--- config.mk ---
export PLATFORM = sky130hd
export DESIGN_NAME = four_phase_rx_endpoint_flat
export DESIGN_NICKNAME = d
export VERILOG_FILES = /design/src/rtl/four_phase_rx_endpoint_if.sv /design/src/rtl/four_phase_rx_endpoint.sv /design/src/flat_wrapper.sv
export SDC_FILE = /design/constraint.sdc
export NUM_CORES = 1
export LEC_CHECK = 0
export BUFFER_PORTS_ARGS = -buffer_cell sky130_fd_sc_hd__buf_2
export CAP_MARGIN = 15
export CELL_PAD_IN_SITES_DETAIL_PLACEMENT = 0
export CELL_PAD_IN_SITES_GLOBAL_PLACEMENT = 2
export CORE_MARGIN = 2
export CORE_UTILIZATION = 34
export CTS_CLUSTER_DIAMETER = 80
export DETAILED_ROUTE_END_ITERATION = 10
export MAX_ROUTING_LAYER = met4
export PLACE_DENSITY_LB_ADDON = 0.1
export SYNTH_ARGS = -nofsm -noshare
export SYNTH_HDL_FRONTEND = slang
export SYNTH_SLANG_ARGS = --single-unit
--- constraint.sdc ---
create_clock -name clk -period 2.63 [get_ports clk]
set_input_delay 0.526 -clock clk [delete_from_list [all_inputs] [get_ports clk]]
set_output_delay 0.526 -clock clk [all_outputs]
set_load 0.05 [all_outputs]
--- src/rtl/four_phase_rx_endpoint_if.sv ---
// Handshake and consumer bundle for the four-phase receive endpoint.
//   req_in/data_in/ack_out : four-phase req/ack bundled-data link to the sender
//   data_out/dataready/data_taken : one-entry valid/taken path to the consumer
//   stall, xfer_count : status
// The master modport is the environment (sender and consumer). The slave
// modport is the endpoint.
interface four_phase_rx_endpoint_if #(
  parameter int N = 8
);
  logic         req_in;
  logic [N-1:0] data_in;
  logic         ack_out;
  logic [N-1:0] data_out;
  logic         dataready;
  logic         data_taken;
  logic         stall;
  logic [15:0]  xfer_count;

  modport master (
    output req_in, data_in, data_taken,
    input  ack_out, data_out, dataready, stall, xfer_count
  );

  modport slave (
    input  req_in, data_in, data_taken,
    output ack_out, data_out, dataready, stall, xfer_count
  );
endinterface

--- src/rtl/four_phase_rx_endpoint.sv ---
// Receive end of a four-phase (return-to-zero) bundled-data handshake.
// req_in is asynchronous to clk. It passes through a SYNC_STAGES flop
// synchronizer. When the synchronized request is seen in IDLE, data_in is
// captured into a one-entry output register and ack_out is raised. ack_out
// stays high until the request returns to zero.
// Ports:
//   clk     : receive-domain clock, rising edge
//   reset_n : asynchronous active-low reset, released synchronously
//   bus     : slave side of four_phase_rx_endpoint_if (see interface)
// Every output is driven straight from a flop. SYNC_STAGES must be 2..4.
module four_phase_rx_endpoint #(
  parameter int N           = 8,
  parameter int SYNC_STAGES = 2
) (
  input  logic                    clk,
  input  logic                    reset_n,
  four_phase_rx_endpoint_if.slave bus
);

  typedef enum logic [0:0] {
    IDLE = 1'b0,
    ACK  = 1'b1
  } state_t;

  state_t                 state_r;
  logic [SYNC_STAGES-1:0] sync_r;
  logic                   ack_r;
  logic [N-1:0]           data_r;
  logic                   dataready_r;
  logic                   stall_r;
  logic [15:0]            count_r;

  logic req_s;
  logic slot_free_s;

  assign req_s = sync_r[SYNC_STAGES-1];
  // The slot is free when it is empty, or when the consumer drains it on
  // this same edge. The second case allows a capture and a take to overlap.
  assign slot_free_s = (~dataready_r) | bus.data_taken;

  assign bus.ack_out    = ack_r;
  assign bus.data_out   = data_r;
  assign bus.dataready  = dataready_r;
  assign bus.stall      = stall_r;
  assign bus.xfer_count = count_r;

  // Synchronizer chain, handshake FSM and output register.
  always_ff @(posedge clk or negedge reset_n) begin
    if (!reset_n) begin
      state_r     <= IDLE;
      sync_r      <= {SYNC_STAGES{1'b0}};
      ack_r       <= 1'b0;
      data_r      <= {N{1'b0}};
      dataready_r <= 1'b0;
      stall_r     <= 1'b0;
      count_r     <= 16'h0000;
    end else begin
      sync_r <= {sync_r[SYNC_STAGES-2:0], bus.req_in};
      case (state_r)
        IDLE: begin
          if (req_s) begin
            if (slot_free_s) begin
              // data_in has been stable since req_in rose, so sampling it
              // here is safe even though it crosses from another domain.
              data_r      <= bus.data_in;
              dataready_r <= 1'b1;
              ack_r       <= 1'b1;
              stall_r     <= 1'b0;
              count_r     <= count_r + 16'd1;
              state_r     <= ACK;
            end else begin
              // The register is full and not being taken, so it stays
              // untouched. The sender waits with ack low.
              ack_r   <= 1'b0;
              stall_r <= 1'b1;
            end
          end else begin
            ack_r   <= 1'b0;
            stall_r <= 1'b0;
            if (bus.data_taken) begin
              dataready_r <= 1'b0;
            end else begin
              dataready_r <= dataready_r;
            end
          end
        end
        ACK: begin
          stall_r <= 1'b0;
          if (bus.data_taken) begin
            dataready_r <= 1'b0;
          end else begin
            dataready_r <= dataready_r;
          end
          // Leaving ACK only on request low means one request delivers
          // exactly one word.
          if (req_s) begin
            ack_r <= 1'b1;
          end else begin
            ack_r   <= 1'b0;
            state_r <= IDLE;
          end
        end
        default: begin
          ack_r   <= 1'b0;
          stall_r <= 1'b0;
          state_r <= IDLE;
        end
      endcase
    end
  end

endmodule
--- src/flat_wrapper.sv ---
// flat-port wrapper written by rule: the top's interface ports become plain ports
module four_phase_rx_endpoint_flat 
#(
  parameter int N           = 8,
  parameter int SYNC_STAGES = 2
)
  (clk, reset_n, bus_req_in, bus_data_in, bus_data_taken, bus_ack_out, bus_data_out, bus_dataready, bus_stall, bus_xfer_count);
  four_phase_rx_endpoint_if #(.N(N)) bus_i ();
  input  logic clk;
  input  logic reset_n;
  input wire logic [$bits(bus_i.req_in)-1:0] bus_req_in;
  input wire logic [$bits(bus_i.data_in)-1:0] bus_data_in;
  input wire logic [$bits(bus_i.data_taken)-1:0] bus_data_taken;
  output wire logic [$bits(bus_i.ack_out)-1:0] bus_ack_out;
  output wire logic [$bits(bus_i.data_out)-1:0] bus_data_out;
  output wire logic [$bits(bus_i.dataready)-1:0] bus_dataready;
  output wire logic [$bits(bus_i.stall)-1:0] bus_stall;
  output wire logic [$bits(bus_i.xfer_count)-1:0] bus_xfer_count;
  assign bus_i.req_in = bus_req_in;
  assign bus_i.data_in = bus_data_in;
  assign bus_i.data_taken = bus_data_taken;
  assign bus_ack_out = bus_i.ack_out;
  assign bus_data_out = bus_i.data_out;
  assign bus_dataready = bus_i.dataready;
  assign bus_stall = bus_i.stall;
  assign bus_xfer_count = bus_i.xfer_count;
  four_phase_rx_endpoint #(.N(N), .SYNC_STAGES(SYNC_STAGES)) u_core (.clk(clk), .reset_n(reset_n), .bus(bus_i));
endmodule
==> results of run 1 <==
-- layout by cell type, fill, tap and decap left out --
cell type	instances
buf_2	38
dfrtp_1	29
xnor2_1	11
mux2_2	9
nand3_1	7
nand2_1	5
clkbuf_4	5
xor2_1	4
nand4_1	3
nor2_1	2
and3_1	2
and4_1	2
nor3_1	2
clkbuf_8	2
nand2b_1	1
nand2b_4	1
o21a_1	1
nor2b_4	1
nor4b_4	1
and3_2	1
nor4_1	1
ha_1	1
clkinv_2	1
buf_4	1
-- routing by layer --
| metal | track usage [%] | share of wire [%] | up-vias |
|---|---|---|---|
| met1 | 17.4 | 45 | 375 |
| met2 | 18.8 | 44 | 34 |
| met4 | 6.67 | 2.3 | 0 |
| li1 | - | - | 389 |
| met3 | 5.95 | 8.3 | 5 |
| met5 | - | 0 | - |
-- registers in the layout, indices dropped and copies added (netlist names) --
register,count
u_core.bus.stall,1
u_core.bus.data_out,8
u_core.bus.ack_out,1
u_core.bus.dataready,1
u_core.sync_r,2
u_core.bus.xfer_count,16
-- area by class of cell --
class	count	area [µm²]	share of cell area, %
Sequential cell	29	726	48.5
Timing Repair Buffer	39	198	13.2
Clock inverter	1	5.00	0.335
Tap cell	46	57.6	3.85
Clock buffer	7	65.1	4.35
Multi-Input combinational cell	55	444	29.7
-- logic make-up (layout without fill, tap and decap cells) --
group	count (synthesis)	after routing	share of synthesized area, %
AOI/OAI and AO/OA	1	1	0.639
buffers and inverters	1	47	0.426
xor gates and xnor gates	15	15	11.2
and+or+nand+nor	29	29	16.3
adders and majority gates	1	1	1.06
DFF	29	29	61.8
muxes	9	9	8.63
-- per-stage QoR --
step	worst slack [ns]	cell area, µm²	hold WS, ns
floorplan	0.968	1170	0.230
global placement	1.01	1430	0.337
detailed placement	1.03	1430	0.335
CTS	1.01	1500	0.222
global route	0.973	1500	0.246
finish	1.05	1500	0.213
-- power breakdown --
group	leakage, nW	internal, mW	total [mW]	switching (mW)
Sequential	0.361	0.526	0.601	0.0754
Clock	0.0413	0.155	0.309	0.154
Combinational	0.324	0.137	0.514	0.377
Total	0.727	0.817	1.42	0.607
-- final timing paths --
| check | start | to | slack [ns] | depth (start not counted) |
|---|---|---|---|---|
| setup / recovery | u_core.bus.xfer_count[8] | bus_xfer_count[8] | 1.05 | 1 |
| hold / removal | reset_n | u_core.bus.xfer_count[8] | 0.21 | 1 |
| setup reg to reg | u_core.bus.xfer_count[0] | u_core.bus.xfer_count[12] | 1.17 | 4 |
| hold reg to reg | u_core.sync_r[0] | u_core.sync_r[1] | 0.35 | 0 |
| max in group asynchronous | reset_n | u_core.bus.dataready | 2.00 | 1 |
| min in group clk | bus_req_in | u_core.sync_r[0] | 0.30 | 1 |
==> summary.md, run 1 <==
| Metric | Value |
|---|---|
| Crit path launch type | `register` |
| Hold_buf cts | `0` |
| First-pass GRT wire length | `3.99 mm` |
| Post_cts resized | `0` |
| Register area share after synthesis | `61.8%` |
| Maximum clock path buffer count | `2` |
| Io pins | `39` |
| DRC | `0` |
| H-tree levels | `2` |
| Worst EP arrival | `approximately 1.1 ns` |
| Post-DP HPWL | `1.54 mm` |
| Pleak | `0.727 nW` |
| Critical-path top delay cell | `dfrtp_1` |
| Clock slew at reported path FFs | `0.09 ns` |
| Synth Net Count | `98` |
| Die width | `62.8 µm` |
| Worst-path fanout max | `5` |
| Worst-path cell chain | `buf_2` |
| CP endpoint kind | `output port` |
| Fin util | `44.8%` |
| Post-synth ARST share | `100%` |
| Final ANT Viol Nets | `0` |
| Max-slew violations | `0` |
| MaxCap Viol Count | `0` |
| Sinks on Clock Net | `29` |
| 1st-iter DRT viols | `39` |
| Syn Std Cell Area | `1170 µm²` |
| Unique masters post-synth | `20` |
| Peak supply drop | `0.406 mV` |
| Post-synth EDFFs | `0` |
| Worst-Margin Slew | `0.646 ns` |
| GRT Util Overall | `13.8%` |
| Worst hold path class | `in2async` |
| Final setup viols | `0` |
| Area grow syn2layout | `27.3%` |
| Design Power | `1.42 mW` |
| Post-route insts no fill | `177` |
| CP delay by family, top | `flip-flops` |
| Core Area | `3340 µm²` |
| Vias in the first global route | `826` |
| Setup Fix Bufs, Post-CTS | `0` |
| CP bufs+invs | `1` |
| Die H | `between 60 and 70 µm` |
| CTS tree | `built` |
| Largest stage delay on the critical path | `between 0.4 and 0.5 ns` |
| PortBufs | `38` |
| Yosys warning count | `0` |
| Total die area | `3940 µm²` |
| Hold Vio Cnt, Final | `0` |
| Via count | `roughly 800` |
| Final WL | `2.17 mm` |
| Layout cells sized above 1 | `45.8%` |
| Nets | `between 100 and 150` |
| Clock period minus final worst setup slack | `approximately 1.6 ns` |
| Synth top cells by count | `dfrtp_1 (29), xnor2_1 (11), mux2_2 (9), nand3_1 (7), nand2_1 (5)` |
| Area leader, netlist | `dfrtp_1` |
| Power Density | `~950 nW/µm²` |
| Starting Density | `35.2%` |
| Synth top area cells | `dfrtp_1 (62%), mux2_2 (8.6%), xnor2_1 (8.2%)` |
| Top-area cell type share of the netlist area | `61.8%` |
| RePlAce Congestion | `0.713` |
| RSZ-0062 raised after global routing | `false` |
| Total iterations of the first detailed-routing run | `4` |
| Clk_lat worst skew | `0.33 ns` |
| Rows | `21` |
| Vias per cell | `4.54` |
| Mapped Cells | `85` |
| WL per Instance | `12.3 µm` |
| Inst Count DP | `between 150 and 200` |
| Yosys reg bits | `29` |
| Period utilisation layout | `between 60% and 70%` |
| Largest net degree at the start of global routing | `30` |
| Fillers | `around 340` |
| Setup Skew | `0.00697 ns` |
| Status | `complete, no violations` |
| Cts bufs inserted | `5` |
| Cell with the most instances after synthesis | `dfrtp_1` |
| Post-Syn Area per Cell | `approximately 14 µm²` |
| Worst endpoint required time | `2.10 ns` |
| Fin Setup TNS | `0 ns` |
| Fmax | `0.632 GHz` |
| Max_slew headroom | `56.9%` |
| Ant diodes | `0` |
| Gr ovfl total | `0` |
| Initial antenna violation count | `0` |
| CTS root buffer | `clkbuf_4` |
| Critical path class | `reg2out` |
| Most used DFF post-synth | `dfrtp_1` |
No activity file was read; power rests on OpenSTA's default activity.
==> run 2: changes to the inputs <==
CORE_UTILIZATION = 31   (was 34)
clock period = 1.6 ns   (was 2.63 ns; I/O delays follow)
==> summary.md, run 2 (synthesis gave the netlist of run 1 again) <==
| Metric | Value |
|---|---|
| Status | `complete, no violations` |
| Clock Power Share | `26.0%` |
| Met3 wire length | `143 µm` |
| Vias in the first global route | `842` |
| Most common cell after layout, fill and taps aside | `buf_2` |
| Sinks on Clock Net | `29` |
| Worst hold path class | `in2async` |
| Clock slew at reported path FFs | `0.06 ns` |
| Uppermost routed layer | `met4` |
| Post-route insts no fill | `181` |
| Die width | `between 60 and 70 µm` |
| Sw frac | `40.5%` |
| WL per Instance | `12.3 µm` |
| Hold_buf cts | `0` |
| Via count | `slightly above 800` |
| Worst Reg2Reg Path Length in Cells | `4` |
| Largest net degree at the start of global routing | `30` |
| RePlAce Congestion | `0.799` |
| Worst endpoint required time | `between 1.5 and 2 ns` |
| Clk_lat worst skew | `between 0.2 and 0.3 ns` |
| Post-DP HPWL | `1.60 mm` |
| Initial antenna violation count | `0` |
| Peak supply drop | `0.720 mV` |
| CP endpoint kind | `register` |
| PortBufs | `38` |
| Sw power | `between 1 and 1.5 mW` |
| H-tree levels | `2` |
| CTS tree | `built` |
| Max_slew headroom | `a little under three fifths` |
| Final WL | `2.22 mm` |
| Starting Density | `32.1%` |
| Comb pwr share | `between 30% and 40%` |
| Worst EP arrival | `1.61 ns` |
| RSZ-0062 raised after global routing | `false` |
| Total die area | `~4300 µm²` |
| Final ANT Viol Nets | `0` |
| Final setup viols | `0` |
| 1st-iter DRT viols | `18` |
| Wire length on met1 | `about 1.0 mm` |
| Critical path class | `reg2reg` |
| Inst Count DP | `173` |
| Rows | `22` |
| Ant diodes | `0` |
| Die H | `65.6 µm` |
| Cts bufs inserted | `5` |
| Power Density | `1620 nW/µm²` |
| Nets | `about 150` |
| Area grow syn2layout | `32.9%` |
| Io pins | `39` |
| Worst-path fanout max | `7` |
| Total iterations of the first detailed-routing run | `4` |
| First-pass GRT wire length | `3.92 mm` |
| Core Area | `3660 µm²` |
| GRT Util Overall | `12.8%` |
| Commonest non-fill, non-tap cells in the layout | `buf_2 (38), dfrtp_1 (20), xnor2_1 (11)` |
| Setup Skew | `around 0.0023 ns` |
| Maximum clock path buffer count | `2` |
| Worst Hold Slack | `0.0670 ns` |
| Worst r2r src | `u_core.bus.ack_out` |
| Layout cells sized above 1 | `54.1%` |
| Worst-Margin Slew | `between 0.6 and 0.7 ns` |
| Fmax | `0.688 GHz` |
| Hold Vio Cnt, Final | `0` |
| Flop pwr share | `40.1%` |
| MaxCap Viol Count | `0` |
| Fin Setup TNS | `0 ns` |
| Fillers | `357` |
| DRC | `0` |
| Routed wl met2 | `1.02 mm` |
| Largest register FFs | `16` |
| CTS root buffer | `clkbuf_8` |
| Area of the multi-input gates | `450 µm²` |
| Period utilisation layout | `approximately nine tenths` |
| Gr ovfl total | `0` |
| Reg2Reg Setup Slack | `0.15 ns` |
| Register Area | `737 µm²` |
| Clock period minus final worst setup slack | `about 1.5 ns` |
| Pleak | `0.742 nW` |
| Crit path launch type | `register` |
| Vias per cell | `around 4.5` |
| Cell-internal power | `1.50 mW` |
| FF-to-FF End | `u_core.bus.xfer_count[10]` |
| Max-slew violations | `0` |
## run 2: cell count changes in the layout (fill, tap and decap cells not counted)
cell	before	now
dfrtp_1	29	20
nor4_1	1	0
clkbuf_8	2	7
buf_4	1	3
clkbuf_4	5	0
nor4_2	0	1
dfrtp_2	0	9
## run 2: power by group through the flow
| stage | Combinational (mW) | Clock, mW | Sequential [mW] |
|---|---|---|---|
| after floorplan | 0.195 | 0 | 1.46 |
| after global placement | 0.862 | 0 | 1.02 |
| after detailed placement | 0.862 | 0 | 1.03 |
| after CTS | 0.863 | 0.681 | 1.02 |
| after global routing | 0.912 | 0.726 | 1.04 |
| final | 0.855 | 0.655 | 1.01 |
## run 2: per-layer routing
metal	up-vias	track usage, %
li1	387	-
met1	395	15.7
met2	27	18.8
met3	5	4.62
met4	0	6.25
met5	-	-
## run 2: how the worst max path moves through the flow
stage                                   startpoint  cells after the start                         to
after floorplan           u_core.bus.xfer_count[7]                      4  u_core.bus.xfer_count[15]
after global placement          u_core.bus.ack_out                      4   u_core.bus.xfer_count[7]
after detailed placement        u_core.bus.ack_out                      4   u_core.bus.xfer_count[7]
after CTS                       u_core.bus.ack_out                      4   u_core.bus.xfer_count[7]
after global routing            u_core.bus.ack_out                      4  u_core.bus.xfer_count[12]
final                           u_core.bus.ack_out                      4  u_core.bus.xfer_count[10]
## run 2: critical path, cell delays in order (launching register included)
cell      delay (ns)
dfrtp_2         0.41
nand2b_4        0.18
nor4b_4         0.43
nand4_1         0.18
xnor2_1         0.15
## run 2: cell type report
type	instances	share of cell area (%)
Sequential cell	29	47.2
Multi-Input combinational cell	55	28.8
Tap cell	48	3.85
Timing Repair Buffer	41	13.6
Clock buffer	7	6.17
Clock inverter	1	0.321
## run 2: what timing repair did
action                                  in CTS  in global routing
endpoints found under the setup margin       0                  1
buffers inserted                             0                  0
gates resized for setup                      0                  1
## run 2: stage by stage
step | instance area (µm²) | power (mW) | worst slack, ns | utilization, %
6_report | 1560 | 2.52 | 0.147 | 42.7
5_1_grt | 1560 | 2.68 | 0.0128 | 42.7
4_1_cts | 1560 | 2.56 | 0.110 | 42.5
3_5_place_dp | 1450 | 1.89 | 0.131 | 39.7
3_3_place_gp | 1450 | 1.88 | 0.135 | 39.7
2_1_floorplan | 1190 | 1.66 | 0.0193 | -
